### src/rtl/rmii_pkg.sv
// Shared types and constants for the RMII receive front end.
package rmii_pkg;
  typedef logic [1:0] dibit_t;
  typedef enum logic [1:0] {IDLE, PREAMBLE, PAYLOAD, DROP} rx_state_t;
  localparam dibit_t DIBIT_PRE = 2'b01;
  localparam dibit_t DIBIT_SFD = 2'b11;
endpackage

### src/rtl/rmii_byte_reorder.sv
// Ping-pong 4-dibit byte buffer: fills LSB-first, drains MSB-first, and
// reports end of frame once the last complete byte has left.
module rmii_byte_reorder
  import rmii_pkg::*;
(
  input  logic   clk,
  input  logic   rst_n,
  input  logic   i_wr_en,
  input  dibit_t i_wr_dib,
  input  logic   i_end,
  output logic   o_partial,
  output logic   o_axiov,
  output dibit_t o_axiod,
  output logic   o_frame_done
);
  logic [1:0][3:0][1:0] r_buf;
  logic [1:0]           r_full;
  logic                 r_wr_sel, r_rd_sel;
  logic [1:0]           r_dib_cnt, r_out_idx;
  logic                 r_pend;
  logic [1:0]           w_full_set, w_full_clr;
  logic                 w_rd_ok;

  assign w_rd_ok    = r_full[r_rd_sel];
  assign w_full_set = (i_wr_en && r_dib_cnt == 2'd3) ? (2'b01 << r_wr_sel) : 2'b00;
  assign w_full_clr = (w_rd_ok && r_out_idx == 2'd3) ? (2'b01 << r_rd_sel) : 2'b00;
  assign o_partial  = (r_dib_cnt != 2'd0);

  always_ff @(posedge clk or negedge rst_n) begin
    if (!rst_n) begin
      r_buf        <= '0;
      r_full       <= 2'b00;
      r_wr_sel     <= 1'b0;
      r_rd_sel     <= 1'b0;
      r_dib_cnt    <= 2'd0;
      r_out_idx    <= 2'd0;
      r_pend       <= 1'b0;
      o_axiov      <= 1'b0;
      o_axiod      <= '0;
      o_frame_done <= 1'b0;
    end else begin
      r_full <= (r_full | w_full_set) & ~w_full_clr;
      // a carrier drop discards any partial byte; the write slot stays put
      if (i_end) begin
        r_dib_cnt <= 2'd0;
      end else if (i_wr_en) begin
        r_buf[r_wr_sel][r_dib_cnt] <= i_wr_dib;
        r_dib_cnt                  <= r_dib_cnt + 2'd1;
        if (r_dib_cnt == 2'd3) r_wr_sel <= ~r_wr_sel;
      end
      if (w_rd_ok) begin
        o_axiov      <= 1'b1;
        o_axiod      <= r_buf[r_rd_sel][2'd3 - r_out_idx];
        r_out_idx    <= r_out_idx + 2'd1;
        o_frame_done <= 1'b0;
        if (r_out_idx == 2'd3) r_rd_sel <= ~r_rd_sel;
      end else begin
        o_axiov      <= 1'b0;
        o_axiod      <= '0;
        o_frame_done <= r_pend;
        r_pend       <= 1'b0;
      end
      if (i_end) r_pend <= 1'b1;
    end
  end
endmodule

### src/rtl/rmii_rx_frontend.sv
// RMII receive front end: preamble/SFD qualification FSM and error pulses;
// payload reordering lives in rmii_byte_reorder.
module rmii_rx_frontend
  import rmii_pkg::*;
#(
  parameter int MIN_PREAMBLE = 6,
  parameter int MAX_PREAMBLE = 31
) (
  input  logic       clk,
  input  logic       rst_n,
  input  logic       crsdv,
  input  logic [1:0] rxd,
  output logic       axiov,
  output logic [1:0] axiod,
  output logic       frame_done,
  output logic       preamble_err,
  output logic       align_err
);
  localparam logic [4:0] MIN5 = 5'(MIN_PREAMBLE);
  localparam logic [5:0] MAX6 = 6'(MAX_PREAMBLE);

  rx_state_t  r_state;
  logic [4:0] r_pre_cnt;
  logic       r_perr, r_aerr;
  logic [4:0] w_pre_inc;
  logic       w_wr_en, w_end, w_partial;

  assign w_pre_inc = (r_pre_cnt == 5'd31) ? 5'd31 : r_pre_cnt + 5'd1;
  assign w_wr_en   = (r_state == PAYLOAD) && crsdv;
  assign w_end     = (r_state == PAYLOAD) && !crsdv;

  always_ff @(posedge clk or negedge rst_n) begin
    if (!rst_n) begin
      r_state   <= IDLE;
      r_pre_cnt <= 5'd0;
      r_perr    <= 1'b0;
      r_aerr    <= 1'b0;
    end else begin
      r_perr <= 1'b0;
      r_aerr <= 1'b0;
      case (r_state)
        IDLE: begin
          // crsdv with rxd=00 is false carrier and is ignored
          if (crsdv && rxd != 2'b00) begin
            if (rxd == DIBIT_PRE) begin
              r_state   <= PREAMBLE;
              r_pre_cnt <= 5'd1;
            end else begin
              r_perr  <= 1'b1;
              r_state <= DROP;
            end
          end
        end
        PREAMBLE: begin
          if (!crsdv) begin
            r_perr  <= 1'b1;
            r_state <= IDLE;
          end else if (rxd == DIBIT_PRE) begin
            r_pre_cnt <= w_pre_inc;
            if ({1'b0, w_pre_inc} > MAX6) begin
              r_perr  <= 1'b1;
              r_state <= DROP;
            end
          end else if (rxd == DIBIT_SFD && r_pre_cnt >= MIN5) begin
            r_state <= PAYLOAD;
          end else begin
            r_perr  <= 1'b1;
            r_state <= DROP;
          end
        end
        PAYLOAD: begin
          if (!crsdv) begin
            r_state <= IDLE;
            r_aerr  <= w_partial;
          end
        end
        DROP: if (!crsdv) r_state <= IDLE;
        default: r_state <= IDLE;
      endcase
    end
  end

  rmii_byte_reorder u_reorder (
    .clk         (clk),
    .rst_n       (rst_n),
    .i_wr_en     (w_wr_en),
    .i_wr_dib    (rxd),
    .i_end       (w_end),
    .o_partial   (w_partial),
    .o_axiov     (axiov),
    .o_axiod     (axiod),
    .o_frame_done(frame_done)
  );

  assign preamble_err = r_perr;
  assign align_err    = r_aerr;
endmodule
### config.mk
export PLATFORM = sky130hd
export DESIGN_NAME = rmii_rx_frontend
export DESIGN_NICKNAME = d
export VERILOG_FILES = /design/src/rtl/rmii_pkg.sv /design/src/rtl/rmii_byte_reorder.sv /design/src/rtl/rmii_rx_frontend.sv
export SDC_FILE = /design/constraint.sdc
export NUM_CORES = 1
export LEC_CHECK = 0
export BUFFER_PORTS_ARGS = -buffer_cell sky130_fd_sc_hd__buf_2
export CAP_MARGIN = 20
export CORE_UTILIZATION = 55
export CTS_CLUSTER_DIAMETER = 150
export DETAILED_ROUTE_END_ITERATION = 8
export PLACE_DENSITY = 0.84
export REMOVE_ABC_BUFFERS = 1
export SLEW_MARGIN = 20
export SYNTH_ARGS = -nofsm -noshare
export SYNTH_HDL_FRONTEND = slang
export SYNTH_SLANG_ARGS = --single-unit
### constraint.sdc
create_clock -name clk -period 1.8 [get_ports clk]
set_input_delay 0 -clock clk [delete_from_list [all_inputs] [get_ports clk]]
set_output_delay 0 -clock clk [all_outputs]
set_load 0.1 [all_outputs]
==> Word-level counts from Yosys, hierarchy flattened <==
Index checks and enable logic that the tools add are counted.
{ "totals": {"input_bits": 5, "reg_bits": 38, "out_inout_bits": 6} }
{ "op_classes": {"mux": 41, "n_shift": 2, "bitwise_logic": 6, "reduce_logical": 20, "addsub": 4, "n_eq_ne": 15, "order_cmp": 7} }
{ "op_table": {"columns": ["op", "count"], "rows": [
  ["5-bit two-way mux", 5],
  ["2-bit two-way mux", 12],
  ["8-bit two-way mux", 3],
  ["16-bit bitwise mux", 1],
  ["1-bit two-way mux", 14],
  ["2-bit equality test (second input constant)", 5],
  ["2-bit inequality test (second input constant)", 5],
  ["5-bit one-hot mux with 2 select lines", 1],
  ["8-bit demux with 1-bit select", 1],
  ["1-bit logical AND", 8],
  ["2-bit nonzero test", 4],
  ["2-bit by 3-bit less-than comparator with 1-bit output (second input constant)", 2],
  ["2-bit one-hot mux with 3 select lines", 1],
  ["3-bit AND reduction", 2],
  ["5-bit by 1-bit adder with 5-bit output (second input constant)", 1],
  ["5-bit equality test (second input constant)", 1],
  ["5-bit by 3-bit >= comparator with 1-bit output (second input constant)", 1],
  ["5-bit AND reduction", 1],
  ["2-bit by 1-bit adder with 2-bit output (second input constant)", 2],
  ["2-bit binary-select mux with 2-bit select", 1],
  ["2-bit demux with 2-bit select", 1],
  ["2-bit by 1-bit equality test with 1-bit output (second input constant)", 2],
  ["1-bit by 2-bit less-than comparator with 1-bit output (second input constant)", 2],
  ["2-bit AND reduction", 2],
  ["other kinds (14)", 17]
]} }

==> Logic depth before layout (Yosys ltp) <==
Gate-level depths: netlist (run 1).
{ "logic_depth": {"word_depth": 7, "depth_mapped": 5, "mapped_depth_nobuf": 5} }

==> Hierarchy <==
From an unflattened synthesis (run 1), not the netlist that was laid out.
{ "hier_totals": {"hier_cells": 146, "area_unflattened_um2": 1856.8} }
{ "by_module_without_submodules": {"columns": ["module", "n_inst", "cells_per_inst", "area_each_um2", "seq_area_each_um2"], "rows": [
  ["rmii_byte_reorder", 1, 99, 1367.6, 725.7],
  ["rmii_rx_frontend", 1, 47, 489.2, 225.2]
]} }

==> Worst setup path before layout (run 1) <==
Ideal clock, no wire load.
{ "synth_timing": {"kind": "reg-to-reg", "startpoint": "register u_reorder.r_out_idx[0]", "endpoint": "register u_reorder.o_axiod[0]", "setup_slack_ps": 494, "synth_period_minus_slack_ps": 1306, "required_ps": 1675, "arrival_time_ps": 1181, "path_buffers": 1, "setup_ps": 125, "stages_incl_launch_ff": 5, "cell_sequence": "dfrtp_1 buf_2 mux4_2 mux2i_1 nor2_1"} }
{ "synth_via": {"elab_chain_cells": 4} }
{ "synth_rtl": {"columns": ["item", "line_no", "text"], "rows": [
  ["from (decl)", "rmii_byte_reorder.sv:19", "logic [1:0] r_dib_cnt, r_out_idx;"],
  ["from (signal assigned)", "rmii_byte_reorder.sv:54", "r_out_idx <= r_out_idx + 2'd1;"],
  ["2-bit subtractor", "rmii_byte_reorder.sv:53", "o_axiod <= r_buf[r_rd_sel][2'd3 - r_out_idx];"],
  ["2-bit binary-select mux with 2-bit select", "rmii_byte_reorder.sv:53", null],
  ["2-bit two-way mux (not written as such)", "rmii_byte_reorder.sv:53", null],
  ["2-bit two-way mux", "rmii_byte_reorder.sv:51", "if (w_rd_ok) begin"],
  ["to (signal assigned)", "rmii_byte_reorder.sv:53", null],
  ["to (decl)", "rmii_byte_reorder.sv:13", "output dibit_t o_axiod,"]
]} }
No other way between the ends. The select of a mux whose other input is x is not followed.
A chain may end at the register's enable or synchronous reset.

==> Worst setup path in the final report (run 1) <==
{ "layout_timing": {"startpoint": "register u_reorder.r_rd_sel", "endpoint": "register u_reorder.r_rd_sel"} }
{ "layout_via": {"elab_chain_cells": 3, "elab_cells_between_ends": 4} }
{ "layout_rtl": {"columns": ["item", "line_no", "text"], "rows": [
  ["from (decl)", "rmii_byte_reorder.sv:18", "logic r_wr_sel, r_rd_sel;"],
  ["from (signal assigned)", "rmii_byte_reorder.sv:56", "if (r_out_idx == 2'd3) r_rd_sel <= ~r_rd_sel;"],
  ["1-bit two-way mux (not written as such) (2 in a row)", "rmii_byte_reorder.sv:24", "assign w_rd_ok = r_full[r_rd_sel];"],
  ["net u_reorder.w_rd_ok", "rmii_byte_reorder.sv:22", "logic w_rd_ok;"],
  ["2-bit AND reduction (no line)", null, null]
]} }
The timed path passes the listed nets, and every way through them passes these cells. The select of a mux whose other input is x is not followed.

==> results of run 1 <==
## routing by layer
layer | wire (µm) | GRT usage | share of wire
met1 | 1441 | 0.2905 | 0.46
met2 | 1475 | 0.3117 | 0.47
met3 | 128 | 0.06332 | 0.041
met4 | 73 | 0.1224 | 0.023
met5 | 0 | 0 | 0
## cell usage in the layout (no fill, tap or decap), types with 4 or more instances in the layout
| cell | synthesis | routed |
|---|---|---|
| a21oi_1 | 7 | 7 |
| buf_2 | 2 | 10 |
| clkbuf_4 | 0 | 5 |
| dfrtp_1 | 38 | 38 |
| ha_1 | 7 | 7 |
| inv_1 | 7 | 7 |
| mux2_2 | 18 | 18 |
| mux4_2 | 4 | 4 |
| nand2_1 | 16 | 16 |
| nand4_1 | 4 | 4 |
| nor2_1 | 5 | 5 |
| o21ai_0 | 10 | 10 |
## power by group
part / switching (mW) / total (mW) / internal, mW
registers: 0.261 / 1.39 / 1.12
logic: 0.466 / 0.885 / 0.419
clock network: 0.277 / 0.466 / 0.189
total: 1.00 / 2.74 / 1.73
## flip-flops by register name (all words and copies together) (netlist names)
signal and cells:
align_err 1, preamble_err 1, r_pre_cnt 5, r_state 2, u_reorder.o_axiod 2, u_reorder.o_axiov 1
u_reorder.o_frame_done 1, u_reorder.r_buf 16, u_reorder.r_dib_cnt 2, u_reorder.r_full 2, u_reorder.r_out_idx 2, u_reorder.r_pend 1
u_reorder.r_rd_sel 1, u_reorder.r_wr_sel 1
## cell families (layout without fill, tap and decap cells)
logic type	count (synthesis)	in the layout	share of synthesized area
fa+ha+maj	7	7	0.04874
flops	38	38	0.5292
mux	25	25	0.1866
simple gates	36	36	0.1079
compound gates	24	24	0.07869
buf+inv	14	27	0.03900
xor+xnor	2	2	0.009751
## worst min path at each step
stage	slack [ps]	depth (start not counted)	startpoint	to
global placement	120	1	rst_n	u_reorder.o_axiod[1]$_DFF_PN0_
CTS	60	3	rxd[1]	preamble_err$_DFF_PN0_
floorplan	-300	0	rst_n	align_err$_DFF_PN0_
detailed placement	140	1	rst_n	u_reorder.o_axiov$_DFF_PN0_
global route	80	3	rxd[1]	preamble_err$_DFF_PN0_
finish	70	3	rxd[1]	preamble_err$_DFF_PN0_
## area by class of cell
cell class,count,area [µm²],share of cell area
flip-flops and latches,38,950.9,0.4906
multi-input cells,94,775.7,0.4003
repair buffers,12,70.07,0.03615
clock buffers,7,55.05,0.02841
well taps,44,55.05,0.02841
inverters,7,26.28,0.01356
clock inverters,1,5.005,0.002582
## metrics by stage
| step | setup slack, ps | hold WS, ps |
|---|---|---|
| final | 327.4 | 71.13 |
| after global routing | 258.8 | 78.66 |
| after CTS | 331.2 | 61.81 |
| after detailed placement | 350.9 | 138.6 |
| after global placement | 382.0 | 120.2 |
| after floorplan | 465.9 | -295.6 |
## tightest hold or removal path, delay by kind of cell
family | cells | cell delay (ps)
buffers and inverters | 1 | 190
AND/OR/NAND/NOR | 1 | 110
AO/OA/AOI/OAI | 1 | 70
==> impl_metrics.ini, run 1 <==
[timing]
setup_tns_ps = 0
maxSlewViolCount = 0
setup_viol = 0
min_period_ps = 1473
finalHoldViolCount = 0
rsz0062_at_grt = false
max_slew_margin = 0.4642
max_freq_mhz = 679.1
fin_skew_ps = 7.723
layout_worst_path_cycle_share = 0.8181
max_slew.worst_pin.slew_ps = 803.7

[placed_design]
dp.cells = 193
io_buffers = 10
placed_area_um2 = 1858
hpwl_mm = 2.247
routabilityCongestion = 0.8526

[synthesis]
syn_inst = 146
yosysTopAreaCellShare = 0.5292
synthTopCellsByArea = dfrtp_1 (53%), mux2_2 (11%), mux4_2 (5.0%)
synth_top_flop_cell = dfrtp_1
ys_warn_count = 0
async_flop_share = 1.000
avgSynthCellArea_um2 = 12.31
syn_area_um2 = 1797
ys_types = 33
netlist_top_cells_count = dfrtp_1 (38), mux2_2 (18), nand2_1 (16), o21ai_0 (10)
synth_largest_area_cell = dfrtp_1
ys_seq_area_frac = 0.5292
yosysMostFrequentCell = dfrtp_1
synth_edf_count = 0
ys_seq_elements = 38

[die]
die_w_um = 59.16
die_h_um = 59.16
num_io_pins = 11
dieArea_um2 = 3499
core_area_um2 = 3078
num_rows = 20
start_util = 0.5837

[setup_path]
start_kind = flop
setup.worst_path.class = reg2reg
crit_family = flip-flops
cp-end-kind = flop
crit_path_max_fanout = 6
cp_slowest_cell = dfrtp_1
critPathArrivalTime_ps = 1710
worst-path-buf-inv = 1
reg2reg_to = u_reorder.r_rd_sel$_DFFE_PN0P_
setup.worst_path.end = u_reorder.r_rd_sel$_DFFE_PN0P_
crit_required_ps = 2030
worst-path-stages = 4
path_cells = mux2i_4, inv_1, and3_1, xor2_1
crit_start = u_reorder.r_rd_sel$_DFFE_PN0P_
reg2reg_depth = 4
rrSetupSlack_ps = 330
cp_slowest_stage_delay_ps = 550
r2r_start = u_reorder.r_rd_sel$_DFFE_PN0P_

[global_route]
gr-total-overflow = 0
antenna_found_initial = 0
grt_pass1_vias = 1094
grtUsageTotal = 0.2155
grt_max_degree = 39
grt_pass1_wl_mm = 5.326

[clock_tree]
tritoncts = done
ctsRootBufferMaster = clkbuf_4
post_cts_resize_count = 0
cts_sinks = 38
cts_buffer_depth = 2
clk_latency_ps = 350
numCtsBuffers = 5
cts.htree.levels = 2
holdBufCountCts = 2
clkTransAtPathRegs_ps = 110
post_cts_buffers = 0

[finish]
num_antenna_cells = 0
final_area_um2 = 1938
area_delta_synth_final_pct = 7.869
final_core_util = 0.6297
drive_gt1_frac = 0.2767
fin_nets = 170
fillers = 238
fin_cells = 203

[power]
vdd_drop_max_mv = 0.5470
power_density_nw_per_um2 = 1412
p_total_mw = 2.737
leakagePower_nw = 0.9052

[worst_hold_path]
min_path_type = in2reg

[flow_run]
drv_cap = 0

[detailed_routing]
routed_wl_mm = 3.117
routedWlPerCell_um = 15.35
drcViolationCount = 0
vias_per_cell = 5.640
vias = 1145
firstDrtPassIters = 4
drtIter0Drc = 82
postRouteAntennaNets = 0

[outcome]
status = complete, no violations
(Power assumes the default switching activity.)
==> inputs of run 2 (changes only) <==
==> constraint.sdc (replaced) <==
create_clock -name clk -period 1.4 [get_ports clk]
set_input_delay 0 -clock clk [delete_from_list [all_inputs] [get_ports clk]]
set_output_delay 0 -clock clk [all_outputs]
set_load 0.1 [all_outputs]
==> run 2 against run 1 <==
Total power is 38% higher. Wire length is 8.8% higher. First-iteration DRC count is 6.1% lower. Maximum frequency is 8.0% higher. Core utilization is 3.0 points higher. Sequential share of layout area is 2.1 points lower. Hold slack better by 41 ps. Combinational power is 45% higher. Via count is 3.9% higher. Global-route usage is 1.7 points higher. Largest cell class unchanged.
==> impl_metrics.ini, run 2 (synthesis gave the netlist of run 1 again) <==
[placed_design]
dp.cells = 201
routabilityCongestion = 0.9033
hpwl_mm = 2.405
pre_cts_ws_ps = -13.71
io_buffers = 10
placed_area_um2 = 1918

[global_route]
gr-total-overflow = 0
grt_max_degree = 39
antenna_found_initial = 0
grt_pass1_vias = 1249
met3_usage = 0.06769
grt_pass1_wl_mm = 5.727
grtUsageTotal = 0.2322
met2_usage = 0.3604
busiest_layer = met2
use_met1 = 0.2892

[die]
num_rows = 20
core_area_um2 = 3078
num_io_pins = 11
dieArea_um2 = 3499
die_h_um = 59.16
die_w_um = 59.16
start_util = 0.5837

[finish]
area_delta_synth_final_pct = 12.95
final_area_um2 = 2029
layout_commonest_cell = dfrtp_1
top_regs = u_reorder.r_buf (16), r_pre_cnt (5)
fin_nets = 178
num_antenna_cells = 0
fin_cells = 211
multi_input_area_um2 = 787.0
fillers = 219
drive_gt1_frac = 0.3533
top_register = u_reorder.r_buf
layout_common_cells = dfrtp_1 (36), mux2_2 (18), nand2_1 (15)
regArea_um2 = 953.4
largest_register_ffs = 16

[clock_tree]
clk_latency_ps = 360
post_cts_buffers = 0
clkTransAtPathRegs_ps = 110
cts.htree.levels = 2
cts_sinks = 38
tritoncts = done
ctsRootBufferMaster = clkbuf_4
numCtsBuffers = 5
cts_buffer_depth = 2

[power]
p_int_mw = 2.433
power_density_nw_per_um2 = 1859
seq_power_share = 0.467
p_switching_mw = 1.340
leakagePower_nw = 0.9455
switching_share = 0.3552
clkPwrFrac = 0.194
vdd_drop_max_mv = 0.7663
power_frac_comb = 0.339

[detailed_routing]
routed_wl_mm = 3.391
routedWlPerCell_um = 16.07
drcViolationCount = 0
vias = 1190
drtIter0Drc = 77
postRouteAntennaNets = 0
firstDrtPassIters = 4
vias_per_cell = 5.640

[flow_run]
drv_cap = 0

[outcome]
status = complete, no violations

[timing]
max_slew.worst_pin.slew_ps = 498.5
rsz0062_at_grt = true
min_period_ps = 1363
finalHoldViolCount = 0
max_slew_margin = 0.6700
setup_ws_ps = 36.79
layout_worst_path_cycle_share = 0.9737
fin_skew_ps = 11.69
maxSlewViolCount = 0
max_freq_mhz = 733.6
timing.hold.ws_ps = 111.8
setup_viol = 0

[setup_path]
critPathArrivalTime_ps = 1620
cp-end-kind = flop
crit_required_ps = 1660
start_kind = flop
setup.worst_path.class = reg2reg
crit_path_max_fanout = 5

[worst_hold_path]
min_path_type = in2reg
run 2: cell types whose count changed in the layout (fill, tap and decap cells not counted), moves of 2 or more:
cell / change
ha_2: +2
dfrtp_1: -2
dfrtp_2: +2
ha_1: -2
buf_4: +8
run 2: per-stage QoR:
stage	util	TNS [ps]	total power, mW
after floorplan	-	0	2.634
after global placement	0.6232	0	2.934
after detailed placement	0.6232	-27.21	3.010
after CTS	0.6553	0	3.760
after global routing	0.6594	-27.09	3.986
final	0.6594	0	3.773
run 2: final cells by class:
cell class	count	share of cell area
inverter	7	0.01295
timing repair buffer	20	0.06412
clock buffer	5	0.01850
multi-input combinational	94	0.3878
sequential	38	0.4698
clock inverter	3	0.01973
tap	44	0.02713
run 2: final timing paths:
check,start,to,slack (ps),cells past startpoint
worst max register to register,u_reorder.r_out_idx[0]$_DFFE_PN0P_,u_reorder.o_axiod[1]$_DFF_PN0_,40,3
min in group asynchronous,rst_n,u_reorder.r_out_idx[1]$_DFFE_PN0P_,200,3
worst min register to register,u_reorder.r_pend$_DFFE_PN0P_,u_reorder.o_frame_done$_DFF_PN0_,500,1
max in group asynchronous,rst_n,r_pre_cnt[0]$_DFFE_PN0P_,860,3
worst min-delay path,rxd[1],u_reorder.r_buf[9]$_DFFE_PN0P_,110,3
worst max-delay path,u_reorder.r_out_idx[0]$_DFFE_PN0P_,u_reorder.o_axiod[1]$_DFF_PN0_,40,3
run 2: power by group through the flow:
stage | registers [mW] | clock network (mW) | logic, mW
2_1_floorplan | 1.95 | 0 | 0.686
3_3_place_gp | 1.74 | 0 | 1.19
3_5_place_dp | 1.77 | 0 | 1.24
4_1_cts | 1.75 | 0.754 | 1.25
5_1_grt | 1.80 | 0.792 | 1.39
6_report | 1.76 | 0.731 | 1.28
run 2: repair_timing:
action / 4_1_cts / 5_1_grt
cloned: 0 / 0
gates resized for setup: 2 / 5
hold buffers: 2 / 0
endpoints found under the hold margin: 44 / 0
endpoints found under the setup margin: 2 / 6
run 2: layer usage:
layer  routed length [µm]  vias to the layer above
met3                   96                        8
li1                     -                      560
met2                 1652                       19
met1                 1556                      603
met4                   85                        0
met5                    0                        -
run 2: critical path, cell delays in order, from the launching register on:
cell     delay (ps)
dfrtp_2         470
mux4_2          530
mux2i_2         180
nor2_1           70
